<file path="config.mk">
export PLATFORM = sky130hd
export DESIGN_NAME = muldiv_unit
export DESIGN_NICKNAME = d
export VERILOG_FILES = /design/src/rtl/muldiv_unit.sv
export SDC_FILE = /design/constraint.sdc
export NUM_CORES = 2
export LEC_CHECK = 0
export ABC_AREA = 1
export BUFFER_PORTS_ARGS = -buffer_cell sky130_fd_sc_hd__buf_4
export CAP_MARGIN = 20
export CORE_ASPECT_RATIO = 0.9
export CORE_MARGIN = 8
export CORE_UTILIZATION = 35
export DETAILED_ROUTE_END_ITERATION = 12
export PLACE_DENSITY = 0.58
export SLEW_MARGIN = 20
export SYNTH_ARGS = -nofsm -noshare
export SYNTH_HDL_FRONTEND = slang
export SYNTH_SLANG_ARGS = --single-unit
export TNS_END_PERCENT = 50
</file>
<file path="constraint.sdc">
create_clock -name CLK -period 13.1 [get_ports CLK]
set_clock_uncertainty 0.05 [all_clocks]
set_input_delay 3.275 -clock CLK [delete_from_list [all_inputs] [get_ports CLK]]
set_output_delay 3.275 -clock CLK [all_outputs]
set_load 0.005 [all_outputs]
</file>
<file path="src/rtl/muldiv_unit.sv">
// Multi-cycle RV32M/RV64M multiply/divide unit for the EX stage.
// Pipelined multiplier, radix-2^DIV_BITS restoring divider, last-result reuse for DIV/REM pairs.
module muldiv_unit #(
  parameter int XLEN       = 32,
  parameter int MUL_STAGES = 2,
  parameter int DIV_BITS   = 1
) (
  input  logic            CLK,
  input  logic            RESET,
  input  logic            START,
  input  logic [2:0]      FUNC3,
  input  logic [XLEN-1:0] OP1,
  input  logic [XLEN-1:0] OP2,
  input  logic            FLUSH,
  output logic            BUSY,
  output logic            DONE,
  output logic [XLEN-1:0] RESULT,
  output logic [2:0]      DBG_STATE
);

  localparam int W2    = 2 * XLEN;
  localparam int ITERS = XLEN / DIV_BITS;
  localparam int CW    = 7;

  typedef enum logic [2:0] {
    S_IDLE, S_MUL, S_DIV_CHK, S_DIV_ITER, S_DIV_FIX, S_DONE
  } state_t;

  state_t          state;
  logic [CW-1:0]   cnt;
  logic [2:0]      func_q;
  logic [XLEN-1:0] a_q, b_q;
  logic [XLEN:0]   rem_q;
  logic [XLEN-1:0] quo_q, dvs_q;
  logic            reuse_v, reuse_sgn;
  logic [XLEN-1:0] reuse_a, reuse_b, reuse_quo, reuse_rem;
  logic [W2-1:0]   prod_q [MUL_STAGES];

  assign DBG_STATE = state;

  // Handshake: START is taken only in IDLE (BUSY=0); BUSY then stays high through
  // the single DONE cycle, and RESULT is meaningful only while DONE is high.

  // Multiplier operands extended to 2*XLEN; only FUNC3[1:0] matters for multiplies.
  logic [W2-1:0] mul_a, mul_b, mul_p;
  always_comb begin
    mul_a = (FUNC3[1:0] == 2'b11) ? {{XLEN{1'b0}}, OP1} : {{XLEN{OP1[XLEN-1]}}, OP1};
    mul_b = FUNC3[1] ? {{XLEN{1'b0}}, OP2} : {{XLEN{OP2[XLEN-1]}}, OP2};
    mul_p = mul_a * mul_b;
  end

  always_ff @(posedge CLK) begin
    if (state == S_IDLE) prod_q[0] <= mul_p;
    for (int i = 1; i < MUL_STAGES; i++) prod_q[i] <= prod_q[i-1];
  end

  logic [XLEN-1:0] mul_res;
  assign mul_res = (func_q[1:0] == 2'b00) ? prod_q[MUL_STAGES-1][XLEN-1:0]
                                          : prod_q[MUL_STAGES-1][W2-1:XLEN];

  // Divider operand conditioning and special-case detection
  logic            sgn, div_zero, div_ovf, reuse_hit, q_neg, r_neg;
  logic [XLEN-1:0] abs_a, abs_b, chk_quo, chk_rem, fix_quo, fix_rem;
  always_comb begin
    sgn       = ~func_q[0];
    abs_a     = (sgn && a_q[XLEN-1]) ? (~a_q + 1'b1) : a_q;
    abs_b     = (sgn && b_q[XLEN-1]) ? (~b_q + 1'b1) : b_q;
    div_zero  = (b_q == '0);
    div_ovf   = sgn && (a_q == {1'b1, {(XLEN-1){1'b0}}}) && (b_q == '1);
    reuse_hit = reuse_v && (reuse_a == a_q) && (reuse_b == b_q) && (reuse_sgn == sgn);
    chk_quo   = div_zero ? '1 : a_q;
    chk_rem   = div_zero ? a_q : '0;
    q_neg     = sgn && (a_q[XLEN-1] ^ b_q[XLEN-1]);
    r_neg     = sgn && a_q[XLEN-1];
    fix_quo   = q_neg ? (~quo_q + 1'b1) : quo_q;
    fix_rem   = r_neg ? (~rem_q[XLEN-1:0] + 1'b1) : rem_q[XLEN-1:0];
  end

  // DIV_BITS restoring steps per cycle; the partial remainder stays below the divisor.
  logic [XLEN:0]   r_n;
  logic [XLEN-1:0] q_n;
  always_comb begin
    r_n = rem_q;
    q_n = quo_q;
    for (int i = 0; i < DIV_BITS; i++) begin
      r_n = {r_n[XLEN-1:0], q_n[XLEN-1]};
      q_n = {q_n[XLEN-2:0], 1'b0};
      if (r_n >= {1'b0, dvs_q}) begin
        r_n    = r_n - {1'b0, dvs_q};
        q_n[0] = 1'b1;
      end
    end
  end

  always_ff @(posedge CLK) begin
    if (!RESET) begin
      state   <= S_IDLE;
      BUSY    <= 1'b0;
      DONE    <= 1'b0;
      RESULT  <= '0;
      cnt     <= '0;
      reuse_v <= 1'b0;
    end else if (FLUSH) begin
      state   <= S_IDLE;
      BUSY    <= 1'b0;
      DONE    <= 1'b0;
      reuse_v <= 1'b0;
    end else begin
      case (state)
        S_IDLE: begin
          if (START) begin
            func_q <= FUNC3;
            a_q    <= OP1;
            b_q    <= OP2;
            cnt    <= '0;
            BUSY   <= 1'b1;
            state  <= FUNC3[2] ? S_DIV_CHK : S_MUL;
          end
        end
        S_MUL: begin
          if (cnt == CW'(MUL_STAGES - 1)) begin
            RESULT <= mul_res;
            DONE   <= 1'b1;
            state  <= S_DONE;
          end else begin
            cnt <= cnt + CW'(1);
          end
        end
        S_DIV_CHK: begin
          if (reuse_hit) begin
            RESULT <= func_q[1] ? reuse_rem : reuse_quo;
            DONE   <= 1'b1;
            state  <= S_DONE;
          end else if (div_zero || div_ovf) begin
            RESULT    <= func_q[1] ? chk_rem : chk_quo;
            reuse_a   <= a_q;
            reuse_b   <= b_q;
            reuse_sgn <= sgn;
            reuse_quo <= chk_quo;
            reuse_rem <= chk_rem;
            reuse_v   <= 1'b1;
            DONE      <= 1'b1;
            state     <= S_DONE;
          end else begin
            rem_q <= '0;
            quo_q <= abs_a;
            dvs_q <= abs_b;
            cnt   <= '0;
            state <= S_DIV_ITER;
          end
        end
        S_DIV_ITER: begin
          rem_q <= r_n;
          quo_q <= q_n;
          if (cnt == CW'(ITERS - 1)) state <= S_DIV_FIX;
          else                        cnt   <= cnt + CW'(1);
        end
        S_DIV_FIX: begin
          RESULT    <= func_q[1] ? fix_rem : fix_quo;
          reuse_a   <= a_q;
          reuse_b   <= b_q;
          reuse_sgn <= sgn;
          reuse_quo <= fix_quo;
          reuse_rem <= fix_rem;
          reuse_v   <= 1'b1;
          DONE      <= 1'b1;
          state     <= S_DONE;
        end
        S_DONE: begin
          DONE  <= 1'b0;
          BUSY  <= 1'b0;
          state <= S_IDLE;
        end
        default: state <= S_IDLE;
      endcase
    end
  end

endmodule

</file>
# Word-level counts from Yosys, hierarchy flattened
# Memory sizes are Yosys's and may differ from the RTL's.
# Index checks and enable logic that the tools add are counted.
totals:
  latch_bits: 0
  ramBits: 128
  out_inout_bits: 37
  memories: 1
  reg_bits: 336
  rom_bits: 0
memory_table:
  columns: ["memory", "depth", "width", "read_ports", "rd_clocked_by_memory_dff", "write_ports", "line_no", "source"]
  rows:
  - ["prod_q", 2, 64, 2, 0, 2, "37", "logic [W2-1:0] prod_q [MUL_STAGES];"]
op_classes:
  multipliers: 1
  div_mod_pow: 0
  n_shift: 0
  n_bitwise: 10
  add_sub_neg: 6
  magnitude_cmp: 1
  n_mux: 62
  n_reduce_logical: 29
  n_eq_ne: 22
op_table:
  columns: ["operator", "count"]
  rows:
  - ["$mux 32", 26]
  - ["$pmux 32 s2", 6]
  - ["$add 32x1->32 const B", 4]
  - ["$mux 64", 2]
  - ["$not 32->32", 4]
  - ["$pmux 32 s3", 1]
  - ["$eq 32x32->1", 2]
  - ["$eq 32x32->1 const B", 2]
  - ["$mul 64x64->64", 1]
  - ["$mux 7", 5]
  - ["$ge 33x32->1", 1]
  - ["$logic_not 32->1", 1]
  - ["$sub 32x32->32", 1]
  - ["$pmux 7 s4", 1]
  - ["$ne 2x2->1 const B", 8]
  - ["$mux 3", 5]
  - ["$pmux 3 s5", 1]
  - ["$reduce_and 5->1", 3]
  - ["$mux 1", 10]
  - ["$reduce_and 3->1", 3]
  - ["$logic_and 1x1->1", 8]
  - ["$reduce_and 4->1", 2]
  - ["$reduce_bool 4->1", 2]
  - ["$add 7x1->7 const B", 1]
  - ["21 further kinds", 31]

# Longest topological paths before layout
logic_depth:
  depth_word: 7
  depth_mapped: 40
  ltp_nobuf: 39

# Worst setup path after synthesis
# No wires, ideal clock.
synth_path:
  path_kind: "in2reg"
  from: "input FUNC3[1]"
  to: "memory prod_q[0][62] in the netlist's numbering (data pin)"
  setup_slack_ps: 1130
  arrival_ps: 11668
  cell_stages: 30
  path_buffers: 2
  path_cell_list: "buf_2 > nand2_1 > and2_0 > clkbuf_1 > nand2_1 > fa_1 > fa_1 > inv_1 > fa_1 > inv_1 > fa_1 > inv_1 > fa_1 > fa_1 > fa_1 > inv_1 > fa_1 > inv_1 > fa_1 > inv_1 > fa_1 > inv_1 > ha_1 > inv_1 > nor3_1 > inv_1 > nor3_1 > nand4_1 > nand3_1 > nand2_1"
synth_lines:
  columns: ["item", "line_no", "source"]
  rows:
  - ["start: declaration", "11", "input logic [2:0] FUNC3,"]
  - ["end: declaration", "37", null]

==> implementation parameters <==
Parameter                              Value

Outcome
  Run status ... finished clean

STA
  Count of pins over their slew limit ... 0
  Maximum clock frequency ... about 0.084 GHz
  Worst-case headroom to the max-slew limit ... 0.262
  Unrepaired setup endpoints after global routing ... false
  Final worst path period share ... 0.905
  Fin crit period ... between 10 and 15 ns
  Number of endpoints failing setup at the final stage ... 0
  Total negative setup slack ... 0 ns
  Final-report hold violation count ... 0
  Actual slew at the worst max-slew pin ... 1.10 ns

CTS
  Root Buffer ... clkbuf_16
  Maximum number of buffers from clock root to sink ... 3
  Total number of clock tree sinks ... 464
  Insertion delay of the later-clocked pin in the worst-skew pair ... 0.65 ns
  Number of setup buffers added after CTS ... 0
  Number of buffers added to fix hold violations after cts ... 0
  H-Tree Depth ... 2
  Clock-pin slew of the registers on the worst-case setup and hold paths ... 0.07 ns
  Number of cells upsized or downsized after cts ... 0
  CTS tree ... yes
  TritonCTS Buffers ... 52

Logic synthesis
  Warnings, synthesis ... 0
  Number of enable flip-flop cells after synthesis ... 355
  Share of the synthesized area in the top cell type ... 0.379
  Cell area after synthesis ... 0.0747 mm²
  Library cells used by synthesis ... 55
  Library cell with the highest instance count after synthesis ... inv_1
  Synth Net Count ... 10960
  Top flip-flop cell by instance count after synthesis ... edfxtp_1
  Fraction of the yosys area taken by sequential cells ... 0.172
  Register bit count reported by yosys ... between 400 and 500
  Dominant cells by area after synthesis ... fa_1, edfxtp_1, inv_1
  Average footprint of a synthesized cell ... between 8 and 9 µm²
  Synthesized instance count ... 9122
  Commonest cells post-synth ... inv_1, nand2_1, fa_1, nor2_1, edfxtp_1
  Share of synthesized registers carrying an async set or reset ... 0
  Post-synth top area cell ... fa_1

Floorplanning
  Floorplan die area ... 0.229 mm²
  Core region area ... 0.213 mm²
  Number of standard-cell rows in the floorplan ... 161
  Starting density of the core ... 0.351
  Die Wd ... 503 µm
  Die boundary height ... 454 µm
  Total I/O pin count ... 108

Drt
  Drt drc ... 0
  Average via count per standard cell ... about 4.9
  ANT nets after route ... 0
  TritonRoute pass-1 iters ... 7
  DRC marker count from the first detailed-route iteration ... roughly 5000
  Total Wirelength ... 267 mm
  Via count ... 58644
  Average wire per cell in the routed design ... between 20 and 25 µm

Critical path
  Critical path data arrival time ... 12.14 ns
  Worst Path Class, Setup ... input pin to flop
  Crit. End Element ... flop
  Crit Path Max Fanout ... 12
  Critical path required time ... 13.39 ns
  Largest stage delay on the critical path ... 0.75 ns
  Startpoint type of the worst setup path ... input pin
  Slowest CP cell ... fa_1
  Cell repeated most along the worst path ... fa_1

Placed design
  Port-buffer cells ... 107
  Final GP Congestion ... approximately 1
  Final HPWL DP ... 222 mm

GRT
  Wire length of the first global-routing pass ... 400 mm
  Number of global-route vias before repair ... 62162
  Total track usage ... 0.233
  Number of antenna violations at the first check in global routing ... 16
  Congestion Overflow GR ... 0
  Maximum number of pins on one net before global-route repair ... 99

Layout
  Number of fill cells ... roughly 22000
  Share of post-route cells with drive strength above 1 ... 0.0471
  Final nets ... 10899
  Area growth, synth to finish ... 7.57%

Hold path
  Hold WC Path Type ... flop to flop

Job
  Max-capacitance violation count ... 0
## cells in the final DEF (no fill, tap or decap), drive strengths merged, types with 7 or more instances in the layout
cell type  Yosys  final
nand3b         7      7
a31o          14     14
nor3          40     40
nor4           9      9
ha           351    351
dfxtp        109    109
xor2         133    133
mux2          20     20
o21bai        16     16
fa          1416   1416
o21a          10     10
nand3        297    297
buf           50    205
a21boi         9      9
or2           45     45
edfxtp       355    355
nand4         90     90
clkinv         1     15
mux2i         26     26
a21o          15     15
nand2       2157   2157
nor2         499    499
o31ai         17     17
xnor2         38     38
o21ai        248    248
o22ai          8      8
a31oi         34     34
clkbuf       270     70
o211ai        16     16
inv         2591   2600
a21oi        213    213
## through the flow
step | util | std cells | hold WS [ns] | setup WS, ns | cell area [µm²]
2_1_floorplan | - | 9122 | 0.273 | 1.13 | 74700
3_3_place_gp | 0.369 | 11858 | 0.274 | 0.400 | 78600
3_5_place_dp | 0.369 | 11859 | 0.278 | 0.566 | 78600
4_1_cts | 0.377 | 11956 | 0.282 | 1.21 | 80400
5_1_grt | 0.377 | 11958 | 0.295 | 0.825 | 80400
6_report | 0.377 | 11961 | 0.284 | 1.25 | 80400
## kinds of logic (layout without fill, tap and decap cells)
logic type | after synthesis | in the layout | synth area share
other | 0 | 5 | 0
buffers and inverters | 2912 | 2894 | 0.148
muxes | 46 | 46 | 0.00650
and+or+nand+nor | 3155 | 3155 | 0.171
AOI/OAI and AO/OA | 607 | 607 | 0.0452
xor gates and xnor gates | 171 | 171 | 0.0200
DFF | 464 | 464 | 0.172
adders and majority gates | 1767 | 1767 | 0.438
## state kept, by name, indices dropped and copies added (netlist names)
| register | cells |
|---|---|
| a_q | 32 |
| dvs_q | 32 |
| cnt | 7 |
| DONE | 1 |
| reuse_v | 1 |
| reuse_quo | 32 |
| reuse_b | 32 |
| reuse_a | 32 |
| BUSY | 1 |
| rem_q | 32 |
| reuse_rem | 32 |
| b_q | 32 |
| DBG_STATE | 3 |
| quo_q | 32 |
| RESULT | 32 |
| func_q | 2 |
| prod_q | 128 |
| reuse_sgn | 1 |
## final timing paths
kind	startpoint	endpoint	slack [ns]	cells past startpoint
worst max register to register	a_q[21]	RESULT[30]	7.93	13
worst min register to register	prod_q[0][9]	prod_q[0][73]	0.28	0
worst max-delay path	FUNC3[0]	prod_q[0][54]	1.25	27
worst min-delay path	prod_q[0][9]	prod_q[0][73]	0.28	0
## per-layer routing
metal / wire [µm] / GRT usage
met1: 116000 / 0.317
met2: 123000 / 0.387
met3: 17300 / 0.0277
met4: 10200 / 0.0761
met5: 7 / 0
## layout make-up
class	instances	area, µm²	area share
Multi-Input combinational cell	5746	50900	0.633
Sequential cell	464	12800	0.160
Inverter	2592	9730	0.121
Tap cell	2852	3570	0.0444
Timing Repair Buffer	205	1560	0.0194
Clock buffer	70	1530	0.0190
Clock inverter	27	248	0.00308
Antenna cell	5	12.5	0.000156
## worst max-delay path, delay by kind of cell
kind / cells / cell delay, ns
AND/OR/NAND/NOR: 3 / 0.68
adder cells (fa/ha/maj): 11 / 5.82
XOR/XNOR: 1 / 0.20
buffers and inverters: 7 / 0.91
AO/OA/AOI/OAI: 5 / 1.23
Power is left out: the tool's default activity adds up to more than one toggle a clock period on the data nets, which glitch-free logic cannot reach.
